**config.mk**
```make
export PLATFORM = sky130hd
export DESIGN_NAME = mips_dmem_responder
export DESIGN_NICKNAME = d
export VERILOG_FILES = /design/src/rtl/mips_dmem_responder.sv
export SDC_FILE = /design/constraint.sdc
export NUM_CORES = 2
export LEC_CHECK = 0
export ABC_AREA = 1
export BUFFER_PORTS_ARGS = -buffer_cell sky130_fd_sc_hd__buf_2
export CAP_MARGIN = 25
export CORE_AREA = 2 2 528 530
export CTS_BUF_LIST = sky130_fd_sc_hd__clkbuf_16
export DETAILED_ROUTE_END_ITERATION = 8
export DIE_AREA = 0 0 530 532
export HOLD_SLACK_MARGIN = 0.06
export PLACE_DENSITY = 0.46
export SLEW_MARGIN = 20
export SYNTH_ARGS = -nofsm -noshare
export SYNTH_HDL_FRONTEND = slang
export SYNTH_SLANG_ARGS = --single-unit
```
**constraint.sdc**
```tcl
create_clock -name clk -period 7.25 [get_ports clk]
set_input_delay 1.8125 -clock clk [delete_from_list [all_inputs] [get_ports clk]]
set_output_delay 1.8125 -clock clk [all_outputs]
set_load 0.1 [all_outputs]
```
**src/rtl/mips_dmem_responder.sv**
```systemverilog
// Data-memory responder for the pipelined MIPS core: word RAM plus an MMIO block holding
// a cycle counter, a one-shot timer and an output FIFO. Define DMEM_TIMER_IRQ_EN for a registered timer irq.
module mips_dmem_responder #(
  parameter int          RAM_AW     = 6,
  parameter int          FIFO_DEPTH = 4,
  parameter logic [15:0] MMIO_HI    = 16'hFFFF
) (
  input  logic        clk,
  input  logic        reset_n,
  input  logic        memwrite,
  input  logic [31:0] memaddr,
  input  logic [31:0] memwritedata,
  output logic [31:0] memreaddata,
  output logic [31:0] tx_data,
  output logic        tx_valid,
  input  logic        tx_ready,
  output logic        irq
);

  localparam int PW = $clog2(FIFO_DEPTH);
  localparam int CW = PW + 1;

  localparam logic [7:0] OFF_CYCLE = 8'h00;
  localparam logic [7:0] OFF_TIMER = 8'h04;
  localparam logic [7:0] OFF_TSTAT = 8'h08;
  localparam logic [7:0] OFF_OUT   = 8'h0C;
  localparam logic [7:0] OFF_OSTAT = 8'h10;

  logic [31:0] ram_q [2**RAM_AW];
  logic [31:0] fifo_mem_q [FIFO_DEPTH];

  logic [31:0] cycle_q, cycle_d;
  logic [31:0] timer_q, timer_d;
  logic        running_q, running_d;
  logic        expired_q, expired_d;
  logic        ovf_q, ovf_d;
  logic [PW-1:0] wr_ptr_q, wr_ptr_d;
  logic [PW-1:0] rd_ptr_q, rd_ptr_d;
  logic [CW-1:0] fifo_cnt_q, fifo_cnt_d;

  logic              is_mmio;
  logic [7:0]        off;
  logic [RAM_AW-1:0] ram_idx;
  logic              wr_ram, wr_timer, wr_tstat, wr_ostat, push_req;
  logic              fifo_full, fifo_empty, pop, push_ok, expire_set;
  logic              unused_addr;

  // Byte-lane bits and the offset's upper byte never participate in decode.
  assign unused_addr = ^{memaddr[15:8], memaddr[1:0]};

  assign is_mmio  = (memaddr[31:16] == MMIO_HI);
  assign off      = {memaddr[7:2], 2'b00};
  assign ram_idx  = memaddr[RAM_AW+1:2];
  assign wr_ram   = memwrite && !is_mmio;
  assign wr_timer = memwrite && is_mmio && (off == OFF_TIMER);
  assign wr_tstat = memwrite && is_mmio && (off == OFF_TSTAT);
  assign wr_ostat = memwrite && is_mmio && (off == OFF_OSTAT);
  assign push_req = memwrite && is_mmio && (off == OFF_OUT);

  assign fifo_empty = (fifo_cnt_q == '0);
  assign fifo_full  = (fifo_cnt_q == CW'(FIFO_DEPTH));
  assign tx_valid   = !fifo_empty;
  assign tx_data    = fifo_mem_q[rd_ptr_q];
  assign pop        = tx_valid && tx_ready;
  // A full FIFO still takes a push when the head leaves in the same cycle.
  assign push_ok    = push_req && (!fifo_full || pop);

  always_comb begin
    cycle_d    = cycle_q + 32'd1;
    timer_d    = timer_q;
    running_d  = running_q;
    expire_set = 1'b0;
    if (wr_timer) begin
      timer_d   = memwritedata;
      running_d = (memwritedata != 32'd0);
    end else if (running_q) begin
      timer_d = timer_q - 32'd1;
      if (timer_q == 32'd1) begin
        running_d  = 1'b0;
        expire_set = 1'b1;
      end
    end
    // A fresh expiry outranks a W1C in the same cycle.
    expired_d = (expired_q && !(wr_tstat && memwritedata[0])) || expire_set;
  end

  always_comb begin
    wr_ptr_d   = wr_ptr_q;
    rd_ptr_d   = rd_ptr_q;
    fifo_cnt_d = fifo_cnt_q;
    ovf_d      = (ovf_q && !(wr_ostat && memwritedata[2])) ||
                 (push_req && fifo_full && !pop);
    if (push_ok) wr_ptr_d = wr_ptr_q + PW'(1);
    if (pop)     rd_ptr_d = rd_ptr_q + PW'(1);
    if (push_ok && !pop)      fifo_cnt_d = fifo_cnt_q + CW'(1);
    else if (pop && !push_ok) fifo_cnt_d = fifo_cnt_q - CW'(1);
  end

  always_ff @(posedge clk or negedge reset_n) begin
    if (!reset_n) begin
      cycle_q    <= '0;
      timer_q    <= '0;
      running_q  <= 1'b0;
      expired_q  <= 1'b0;
      ovf_q      <= 1'b0;
      wr_ptr_q   <= '0;
      rd_ptr_q   <= '0;
      fifo_cnt_q <= '0;
    end else begin
      cycle_q    <= cycle_d;
      timer_q    <= timer_d;
      running_q  <= running_d;
      expired_q  <= expired_d;
      ovf_q      <= ovf_d;
      wr_ptr_q   <= wr_ptr_d;
      rd_ptr_q   <= rd_ptr_d;
      fifo_cnt_q <= fifo_cnt_d;
    end
  end

  // Storage arrays carry no reset so RAM survives reset_n.
  always_ff @(posedge clk) begin
    if (wr_ram)  ram_q[ram_idx] <= memwritedata;
    if (push_ok) fifo_mem_q[wr_ptr_q] <= memwritedata;
  end

  always_comb begin
    memreaddata = 32'd0;
    if (is_mmio) begin
      case (off)
        OFF_CYCLE: memreaddata = cycle_q;
        OFF_TIMER: memreaddata = timer_q;
        OFF_TSTAT: memreaddata = {30'd0, running_q, expired_q};
        OFF_OSTAT: memreaddata = {16'd0, 8'(fifo_cnt_q), 5'd0, ovf_q, fifo_empty, fifo_full};
        default:   memreaddata = 32'd0;
      endcase
    end else begin
      memreaddata = ram_q[ram_idx];
    end
  end

`ifdef DMEM_TIMER_IRQ_EN
  logic irq_q, irq_d;

  assign irq_d = expired_q;
  assign irq   = irq_q;

  always_ff @(posedge clk or negedge reset_n) begin
    if (!reset_n) irq_q <= 1'b0;
    else          irq_q <= irq_d;
  end
`else
  assign irq = 1'b0;
`endif

endmodule

```
==> results.ini <==
[outcome]
status = finished clean

[power]
fin_total_pwr_mw = 30.2
total_leakage_power_nw = 45.3
ir_worst_vdd_mv = 0.553
seq_power_share_pct = 47.7
switching_share_pct = 27.5
combPwrFrac_pct = 12.6
intPower_mw = 21.9
power_switching_mw = 8.30
powerDensity_nw_per_um2 = 272
p_clk_share_pct = 39.8

[yosys]
synth.distinct_cells = 42
synth_top_area_share_pct = 67.8
synth.avg_cell_area_um2 = 10.4
async_reset_ff_share_pct = 3.29
ys_seq_area_share_pct = 69.7
syn-instance-count = 9310
synth_area_leaders = edfxtp_1 68%, nand2_1 15%, inv_1 4.2%, nand3_1 4.0%, dfrtp_1 1.9%
syn_nets = 9387
yosys_warnings = 0
synth_area_um2 = 96400
synth_ff_type = edfxtp_1
yosys.area.top_type = edfxtp_1
synth_edf_count = 2176
ys_ff_latch = 2250

[sta]
final.period_utilization_pct = 92.2
rsz0062_at_grt = false
worst_pin_slew_ps = 1150
final_hold_viol_count = 0
setup_tns_ps = 0
slew_headroom_pct = 23.2
setup_viol = 0
finClkSkew_ps = 24.1
max_freq_mhz = 150
period_minus_slack_ps = 6690
timing.final.max_slew_violations = 0

[routing]
dr.max_layer_used = met4
dr.pass1.iters = 6
drc = 0
dr_wl_met3_um = 21100
drt-initial-drc-count = 6679
viasPerCell = 4.93
met2RoutedLength_um = 144000
wl_um = 327000
met1_length_um = 152000
num_vias = 65991
post_drt_wl_per_cell_um = 24.4
detail-route-antenna-nets = 0

[setup_path]
critPathArrivalTime_ps = 4870
critPathSlowestCell = buf_4
critPathBufInv = 5
endpoint_kind = output port
critical_path.most_common_cell = nand2_1
reg2regPathDepth = 7
crit_required_ps = 5440
cpPeakStageDelay_ps = 510
crit_path_start_kind = input pin
cp.depth = 15
crit_type = input pin to output port
path_cells = buf_8 -> inv_8 -> buf_4 -> nand2_1 -> nand3_1 -> nand2_1 -> nand2_1 -> nand2_1 -> inv_1 -> nand2_1 -> nand2_1 -> nand2_1 -> o21ai_1 -> nand2_1 -> buf_12
critPathTopFamily = buffers and inverters
cp_max_fo = 42

[die]
die_x_um = 530
die_area_um2 = 282000
die_h_um = 532
io_pins = 134
row_count = 193
initial_core_util_pct = 35.0
core-area_um2 = 276000

[placed_design]
port_buffers = 122
hpwl_um = 193000
place_area_um2 = 103000
gp_congestion = 0.873

[hold_path]
whs_path_depth = 1
hp-class = register to register

[grt]
grt_pass1_vias = 61647
grt_max_degree = 116
grtUsageTotal_pct = 22.7
grt-ovfl-total = 0
antenna_found_initial = 33
grt_first_pass_wirelength_um = 459000

[clock_network]
cts_setup_buffers = 0
insertion_delay_ps = 900
path_clk_slew_ps = 60
cts_root_buf = clkbuf_16
cts.sinks = 2250
cts_resized = 0
htreeDepth = 4
cts_tree = yes
holdBufCountCts = 0
cts-buffers-inserted = 246
clockBufferDepth = 4

[finish]
post_route_cells_drive_above_1_share_pct = 8.22
nets = 9560
seqCellArea_um2 = 67200
fin_area_um2 = 111000
area_growth_pct = 15.0
multiInputGateArea_um2 = 23500
n_fill_cell = 26663

[run]
maxCapViolCount = 0

## sequential cells by signal (all words and copies together) (netlist names)
name,flops
ram_q,2048
fifo_mem_q,128
fifo_cnt_q,3
cycle_q,32
expired_q,1
ovf_q,1
running_q,1
rd_ptr_q,2
wr_ptr_q,2
timer_q,32
## metal layers
layer  track usage, %  vias to the layer above
met5                0                        -
met4             6.72                        0
met3             3.17                      413
met2             34.4                     2130
met1             33.7                    32770
li1                 -                    30678
## final cells by class
type | count | area share, %
sequential | 2250 | 60.6
multi-input combinational | 5513 | 21.2
clock buffer | 249 | 5.62
tap | 3705 | 4.18
inverter | 1099 | 3.74
timing repair buffer | 373 | 3.43
clock inverter | 199 | 1.21
antenna | 10 | 0.0226
## through the flow
stage	utilization (%)	worst slack [ps]	hold WS (ps)	cells
floorplan	-	1790	442	9310
global placement	37.4	526	458	12931
detailed placement	37.4	571	458	12939
global route	40.2	444	501	13389
CTS	40.2	574	470	13387
finish	40.2	563	473	13398
## synthesized netlist by cell type (all sizes together) (3+ instances only)
| master | number |
|---|---|
| a21oi | 129 |
| buf | 284 |
| clkbuf | 164 |
| clkinv | 4 |
| dfrtp | 74 |
| edfxtp | 2176 |
| ha | 8 |
| inv | 1095 |
| nand2 | 3901 |
| nand3 | 768 |
| nand3b | 3 |
| nand4 | 74 |
| nor2 | 335 |
| nor3 | 21 |
| nor4 | 11 |
| o211ai | 21 |
| o21ai | 126 |
| o22ai | 57 |
| xor2 | 48 |
## layout by cell type (no fill, tap or decap), types with 9 or more instances in the layout
cell type / Yosys / layout
nor2_4: 5 / 78
buf_12: 0 / 87
xor2_1: 48 / 48
nor2_1: 325 / 253
edfxtp_1: 2176 / 2176
o21ai_0: 92 / 92
bufinv_16: 0 / 18
clkbuf_16: 0 / 249
diode_2: 0 / 10
clkinv_1: 4 / 72
nand2_1: 3900 / 3900
a21oi_1: 129 / 129
inv_2: 9 / 9
o211ai_1: 21 / 21
dfrtp_1: 74 / 73
o22ai_1: 57 / 57
buf_4: 54 / 227
nand4_1: 73 / 73
clkinv_2: 0 / 39
o21ai_1: 34 / 34
nor3_1: 16 / 16
nand3_1: 768 / 768
buf_2: 175 / 53
inv_1: 1086 / 1148
## power groups by stage
stage | registers (mW) | logic, mW | clock network [mW]
finish | 14.4 | 3.79 | 12.0
global route | 14.4 | 4.01 | 12.7
CTS | 14.4 | 3.81 | 12.2
detailed placement | 14.7 | 3.80 | 0
global placement | 14.7 | 3.77 | 0
floorplan | 14.7 | 2.33 | 0
## final timing paths
check | from | endpoint | slack [ps]
min in group asynchronous | reset_n | cycle_q[24] | 880
worst max-delay path | memaddr[2] | memreaddata[10] | 560
worst min-delay path | cycle_q[14] | cycle_q[14] | 470
worst min register to register | cycle_q[14] | cycle_q[14] | 470
max in group asynchronous | reset_n | rd_ptr_q[0] | 5220
worst max register to register | fifo_cnt_q[0] | fifo_mem_q[2][28] | 4190
## logic make-up (layout without fill, tap and decap cells)
| logic type | count (synthesis) | in the layout | synth area share (%) |
|---|---|---|---|
| compound gates | 339 | 339 | 1.90 |
| xor+xnor | 49 | 49 | 0.445 |
| fa+ha+maj | 9 | 9 | 0.125 |
| buf+inv | 1547 | 1920 | 6.49 |
| flops | 2250 | 2250 | 69.7 |
| mux | 1 | 1 | 0.0117 |
| other cells | 1 | 11 | 0.00389 |
| simple gates | 5114 | 5114 | 21.3 |
Note: power is estimated with default switching activity, not from simulation.
